--- src/rtl/btn_pkg.sv ---
// Shared constants and FSM state encoding for the button conditioning block.
package btn_pkg;

  localparam int NUM_BTN          = 5;
  localparam int DEBOUNCE_CYC_DEF = 4;

  localparam int BTN_U = 4;
  localparam int BTN_D = 3;
  localparam int BTN_R = 2;
  localparam int BTN_L = 1;
  localparam int BTN_C = 0;

  typedef enum logic [1:0] {
    ST_IDLE = 2'd0,
    ST_ARM  = 2'd1,
    ST_DOWN = 2'd2,
    ST_REL  = 2'd3
  } btn_state_e;

endpackage

--- src/rtl/button_event_unit_if.sv ---
// Button bundle: raw levels in, press events and debounced levels out.
interface button_event_unit_if #(
  parameter int N_BTN = 5
);
  logic [N_BTN-1:0] btn_in;
  logic [N_BTN-1:0] press;
  logic [N_BTN-1:0] held;
  logic             any_held;

  modport master (output btn_in, input press, held, any_held);
  modport slave  (input btn_in, output press, held, any_held);
endinterface

--- src/rtl/btn_debounce_fsm.sv ---
// One button: 2-flop synchronizer, debounce FSM, and optional auto-repeat
// counter (present only when BTN_AUTOREPEAT_EN is defined).
module btn_debounce_fsm
  import btn_pkg::*;
#(
  parameter int DEBOUNCE_CYC = DEBOUNCE_CYC_DEF
`ifdef BTN_AUTOREPEAT_EN
  ,
  parameter int REPEAT_DELAY  = 100,
  parameter int REPEAT_PERIOD = 20,
  parameter bit AUTOREPEAT    = 1'b0
`endif
) (
  input  logic clk,
  input  logic rst,
  input  logic raw,
  output logic req,
  output logic held
);

  localparam int CNT_W = $clog2(DEBOUNCE_CYC + 1);
  localparam logic [CNT_W-1:0] CNT_LAST = CNT_W'(DEBOUNCE_CYC - 1);

  logic [1:0]       sync_q;
  logic             level;
  btn_state_e       state, state_next;
  logic [CNT_W-1:0] cnt, cnt_next;
  logic             deb_req;

  // NOTE: non-blocking so sync_q[1] takes the previous sync_q[0]; blocking would collapse the chain.
  always_ff @(posedge clk or negedge rst) begin
    if (!rst) sync_q <= '0;
    else      sync_q <= {sync_q[0], raw};
  end

  assign level = sync_q[1];

  always_ff @(posedge clk or negedge rst) begin
    if (!rst) begin
      state <= ST_IDLE;
      cnt   <= '0;
    end else begin
      state <= state_next;
      cnt   <= cnt_next;
    end
  end

  // NOTE: every output gets a default first, so no path leaves one unassigned (no latch).
  // cnt_next defaults to zero: the counter clears on every state entry.
  always_comb begin
    state_next = state;
    cnt_next   = '0;
    deb_req    = 1'b0;
    unique case (state)
      ST_IDLE: if (level) state_next = ST_ARM;
      ST_ARM: begin
        if (!level) begin
          state_next = ST_IDLE;
        end else if (cnt == CNT_LAST) begin
          state_next = ST_DOWN;
          deb_req    = 1'b1;
        end else begin
          cnt_next = cnt + CNT_W'(1);
        end
      end
      ST_DOWN: if (!level) state_next = ST_REL;
      ST_REL: begin
        if (level) begin
          state_next = ST_DOWN;
        end else if (cnt == CNT_LAST) begin
          state_next = ST_IDLE;
        end else begin
          cnt_next = cnt + CNT_W'(1);
        end
      end
      default: state_next = ST_IDLE;
    endcase
  end

  assign held = (state == ST_DOWN) || (state == ST_REL);

`ifdef BTN_AUTOREPEAT_EN
  logic rep_req;

  if (AUTOREPEAT) begin : g_repeat
    localparam int REP_MAX = (REPEAT_DELAY > REPEAT_PERIOD) ? REPEAT_DELAY : REPEAT_PERIOD;
    localparam int REP_W   = $clog2(REP_MAX + 1);

    logic [REP_W-1:0] rep_cnt;
    logic             repeating;

    // First repeat after REPEAT_DELAY cycles in DOWN, then one every REPEAT_PERIOD.
    assign rep_req = (state == ST_DOWN) &&
                     (rep_cnt == (repeating ? REP_W'(REPEAT_PERIOD - 1)
                                            : REP_W'(REPEAT_DELAY - 1)));

    always_ff @(posedge clk or negedge rst) begin
      if (!rst) begin
        rep_cnt   <= '0;
        repeating <= 1'b0;
      end else if (state != ST_DOWN) begin
        rep_cnt   <= '0;
        repeating <= 1'b0;
      end else if (rep_req) begin
        rep_cnt   <= '0;
        repeating <= 1'b1;
      end else if (rep_cnt != '1) begin
        rep_cnt <= rep_cnt + REP_W'(1);
      end
    end
  end else begin : g_no_repeat
    assign rep_req = 1'b0;
  end

  assign req = deb_req | rep_req;
`else
  assign req = deb_req;
`endif

endmodule

--- src/rtl/button_event_unit.sv ---
// Five debounced buttons feeding a fixed-priority (U>D>R>L>C) single-event arbiter.
// Define BTN_AUTOREPEAT_EN to add auto-repeat on U and D.
module button_event_unit
  import btn_pkg::*;
#(
  parameter int N_BTN        = NUM_BTN,
  parameter int DEBOUNCE_CYC = DEBOUNCE_CYC_DEF
`ifdef BTN_AUTOREPEAT_EN
  ,
  parameter int REPEAT_DELAY  = 100,
  parameter int REPEAT_PERIOD = 20
`endif
) (
  input logic                clk,
  input logic                rst,
  button_event_unit_if.slave bus
);

  logic [N_BTN-1:0] req;
  logic [N_BTN-1:0] held;
  logic [N_BTN-1:0] press_next;
  logic [N_BTN-1:0] press_q;

  for (genvar i = 0; i < N_BTN; i++) begin : g_btn
    btn_debounce_fsm #(
      .DEBOUNCE_CYC (DEBOUNCE_CYC)
`ifdef BTN_AUTOREPEAT_EN
      ,
      .REPEAT_DELAY (REPEAT_DELAY),
      .REPEAT_PERIOD(REPEAT_PERIOD),
      .AUTOREPEAT   ((i == BTN_U) || (i == BTN_D))
`endif
    ) u_fsm (
      .clk (clk),
      .rst (rst),
      .raw (bus.btn_in[i]),
      .req (req[i]),
      .held(held[i])
    );
  end

  // Highest index wins; losing requests are simply dropped.
  always_comb begin
    press_next = '0;
    for (int i = 0; i < N_BTN; i++) begin
      if (req[i]) press_next = N_BTN'(1) << i;
    end
  end

  always_ff @(posedge clk or negedge rst) begin
    if (!rst) press_q <= '0;
    else      press_q <= press_next;
  end

  assign bus.press    = press_q;
  assign bus.held     = held;
  assign bus.any_held = |held;

endmodule

--- src/flat_wrapper.sv ---
// flat-port wrapper written by rule: the top's interface ports become plain ports
module button_event_unit_flat import btn_pkg::*;
#(
  parameter int N_BTN        = NUM_BTN,
  parameter int DEBOUNCE_CYC = DEBOUNCE_CYC_DEF

)
  (clk, rst, bus_btn_in, bus_press, bus_held, bus_any_held);
  button_event_unit_if #(.N_BTN(N_BTN)) bus_i ();
  input logic clk;
  input logic rst;
  input wire logic [$bits(bus_i.btn_in)-1:0] bus_btn_in;
  output wire logic [$bits(bus_i.press)-1:0] bus_press;
  output wire logic [$bits(bus_i.held)-1:0] bus_held;
  output wire logic [$bits(bus_i.any_held)-1:0] bus_any_held;
  assign bus_i.btn_in = bus_btn_in;
  assign bus_press = bus_i.press;
  assign bus_held = bus_i.held;
  assign bus_any_held = bus_i.any_held;
  button_event_unit #(.N_BTN(N_BTN), .DEBOUNCE_CYC(DEBOUNCE_CYC)) u_core (.clk(clk), .rst(rst), .bus(bus_i));
endmodule
--- config.mk ---
export PLATFORM = sky130hd
export DESIGN_NAME = button_event_unit_flat
export DESIGN_NICKNAME = d
export VERILOG_FILES = /design/src/rtl/btn_pkg.sv /design/src/rtl/button_event_unit_if.sv /design/src/rtl/btn_debounce_fsm.sv /design/src/rtl/button_event_unit.sv /design/src/flat_wrapper.sv
export SDC_FILE = /design/constraint.sdc
export NUM_CORES = 1
export LEC_CHECK = 0
export CAP_MARGIN = 40
export CORE_MARGIN = 3
export CORE_UTILIZATION = 39
export CTS_CLUSTER_SIZE = 10
export DETAILED_ROUTE_END_ITERATION = 12
export REMOVE_ABC_BUFFERS = 1
export SLEW_MARGIN = 20
export SYNTH_ARGS = -nofsm -noshare
export SYNTH_HDL_FRONTEND = slang
export SYNTH_SLANG_ARGS = --single-unit
--- constraint.sdc ---
create_clock -name clk -period 1.3 [get_ports clk]
set_input_delay 0.13 -clock clk [delete_from_list [all_inputs] [get_ports clk]]
set_output_delay 0.13 -clock clk [all_outputs]
set_load 0.02 [all_outputs]
==> results_dict.tcl <==
set metrics [dict create \
    outcome "finished clean" \
    ant_nets 0 \
    dieArea_um2 4800 \
    antennaDiodeCount 0 \
    layout-drive-gt1-share_pct 25.4 \
    htree_levels 2 \
    yosys.area.top_type "dfrtp_1" \
    grt_setup_unrepaired "yes" \
    syn_avg_cell_area_um2 13.3 \
    gp_congestion 0.681 \
    nFillCells 330 \
    drt_iter0_markers 26 \
    fin_crit_ps 1280 \
    grt_pass1_vias 896 \
    synth_common_cells "40 x dfrtp_1, 7 x nor2_1" \
    cap_violations 0 \
    drt_pass1_iterations 2 \
    finalSetupViolCount 0 \
    numCtsBuffers 5 \
    peakVddDrop_uv 808 \
    final_nets 154 \
    worst-setup-path-type "reg2reg" \
    synthArstFlopShare_pct 100 \
    finalCritPeriodShare_pct 98.6 \
    yosysMostFrequentCell "dfrtp_1" \
    synth-edff-count 0 \
    initial_core_util_pct 41.4 \
    wl_per_cell_um 12.3 \
    port_buffers 17 \
    p_per_area_nw_per_um2 1770 \
    grt_overflow 0 \
    end_kind "flip-flop" \
    final_cell_area_um2 1910 \
    die_y_um 69.3 \
    max_freq_mhz 780 \
    cp_max_fo 4 \
    wirelength_mm 2.34 \
    grt_start_max_net_pins 24 \
    cp_data_required_time_ps 1470 \
    ioPinCount 18 \
    cp_data_arrival_time_ps 1450 \
    syn-instance-count 117 \
    root_buffer "clkbuf_8" \
    hp-class "in2reg" \
    yosysWarnings 0 \
    cp-start-kind "flip-flop" \
    final_core_util_pct 50.8 \
    worstMarginPinSlew_ps 416 \
    vias_per_cell 4.64 \
    place_area_um2 1800 \
    clock_latency_ps 280 \
    cts_tree "built" \
    antenna_found_initial 0 \
    synth_top_area_share_pct 64.1 \
    seq_area_frac_synth_pct 64.1 \
    slew_headroom_pct 72.3 \
    num_rows 22 \
    power_leakage_uw 0.000952 \
    hold_violations 0 \
    clkTransAtPathRegs_ps 70 \
    dieWidth_um 69.3 \
    synth_area_leaders "dfrtp_1 64%, ha_1 4.0%, mux2_2 3.6%, xor2_1 2.8%, buf_4 2.4%" \
    hpwl_mm 1.75 \
    yosys.cell_types.count 26 \
    grt_first_pass_wirelength_mm 4.01 \
    grt_usage_pct 10.7 \
    syn_to_final_growth_pct 22.6 \
    r2r_cells 3 \
    design.core.area_um2 3770 \
    hold_path_depth 1 \
    slew_violations 0 \
    cts.sinks 40 \
    cts.path.max_buffers 2 \
    finClkSkew_ps 6.12 \
    ys_seq_elements 40 \
    r2r_setup_slack_ps 20 \
    ys.flop_type "dfrtp_1" \
    drc 0 \
    synth_area_um2 1560 \
    vias 881 \
]
layout by cell type (no fill, tap or decap):
cell type,instances
buf_4,9
nand2_1,4
clkdlybuf4s15_1,2
nor2_1,7
nor2b_1,3
nor4_2,1
inv_1,2
and2_1,3
ha_2,3
nand3_1,2
clkdlybuf4s50_1,5
buf_12,1
xor2_1,5
clkinvlp_4,1
dfrtp_1,40
dlygate4sd3_1,1
and4b_1,2
a21boi_0,1
and3_2,1
nor3b_1,2
mux2_2,5
buf_2,2
and3b_1,1
nor3_1,4
dlygate4sd2_1,8
and3_1,2
ha_1,2
o22ai_4,1
nor3_2,2
clkbuf_8,5
nand3b_1,5
nor3b_2,3
and2_2,1
clkinv_2,1
nand2b_1,5
kinds of logic after synthesis:
kind of cell    synth area share (%)
fa+ha+maj                       4.01
simple gates                    20.1
xor+xnor                        2.80
mux                             3.61
buf+inv                         4.09
flops                           64.1
compound gates                  1.28
worst paths after layout:
check	end	start
min in group asynchronous	u_core.g_btn[1].u_fsm.cnt[1]	rst
setup / recovery	flip-flop	u_core.g_btn[4].u_fsm.cnt[0]
hold reg to reg	u_core.g_btn[0].u_fsm.sync_q[1]	u_core.g_btn[0].u_fsm.sync_q[0]
setup reg to reg	flip-flop	u_core.g_btn[4].u_fsm.cnt[0]
hold / removal	u_core.g_btn[2].u_fsm.sync_q[0]	bus_btn_in[2]
max in group asynchronous	u_core.g_btn[4].u_fsm.sync_q[0]	rst
per-stage QoR:
step | worst slack [ps] | setup TNS, ps | total power, uW | hold WS, ps | std cells
after floorplan | 120 | 0 | 2240 | -166 | 107
after global placement | -46.5 | -46.5 | 2680 | 84.7 | 180
after detailed placement | -46.5 | -46.5 | 2740 | 93.9 | 180
after CTS | 6.75 | 0 | 3430 | 267 | 188
after global routing | -27.6 | -54.4 | 3630 | 254 | 190
final | 17.8 | 0 | 3390 | 279 | 190
final cells by class:
| type | count | area, um2 | share of cell area (%) |
|---|---|---|---|
| clock buffer | 5 | 68.8 | 3.59 |
| clock inverter | 2 | 12.5 | 0.654 |
| inverter | 2 | 7.51 | 0.392 |
| multi-input combinational | 65 | 517 | 27.0 |
| sequential | 40 | 1000 | 52.3 |
| tap | 48 | 60.1 | 3.14 |
| timing repair buffer | 28 | 248 | 12.9 |
critical path, stage by stage (launching register included):
cell and delay [ps]:
dfrtp_1 400, ha_2 200, nand3b_1 210, mux2_2 370
per-layer routing:
layer / part of all wire, % / wire (um) / GRT usage (%)
met4: 0.60 / 14 / 3.90
met5: 0 / 0 / 0
met1: 46 / 1070 / 13.7
met2: 49 / 1150 / 16.0
met3: 4.3 / 100 / 4.78
where the power goes:
| part | total, uW | internal, uW | switching (uW) |
|---|---|---|---|
| Combinational | 971 | 462 | 509 |
| Sequential | 1670 | 1510 | 162 |
| Clock | 754 | 363 | 392 |
timing repair:
action                                  4_1_cts  5_1_grt
endpoints found under the hold margin        17        0
endpoints found under the setup margin       11        8
pin swaps                                     1        7
buffers inserted                              0        2
resized for setup                            15        6
hold buffers                                  1        0
No activity file was read; power rests on OpenSTA's default activity.
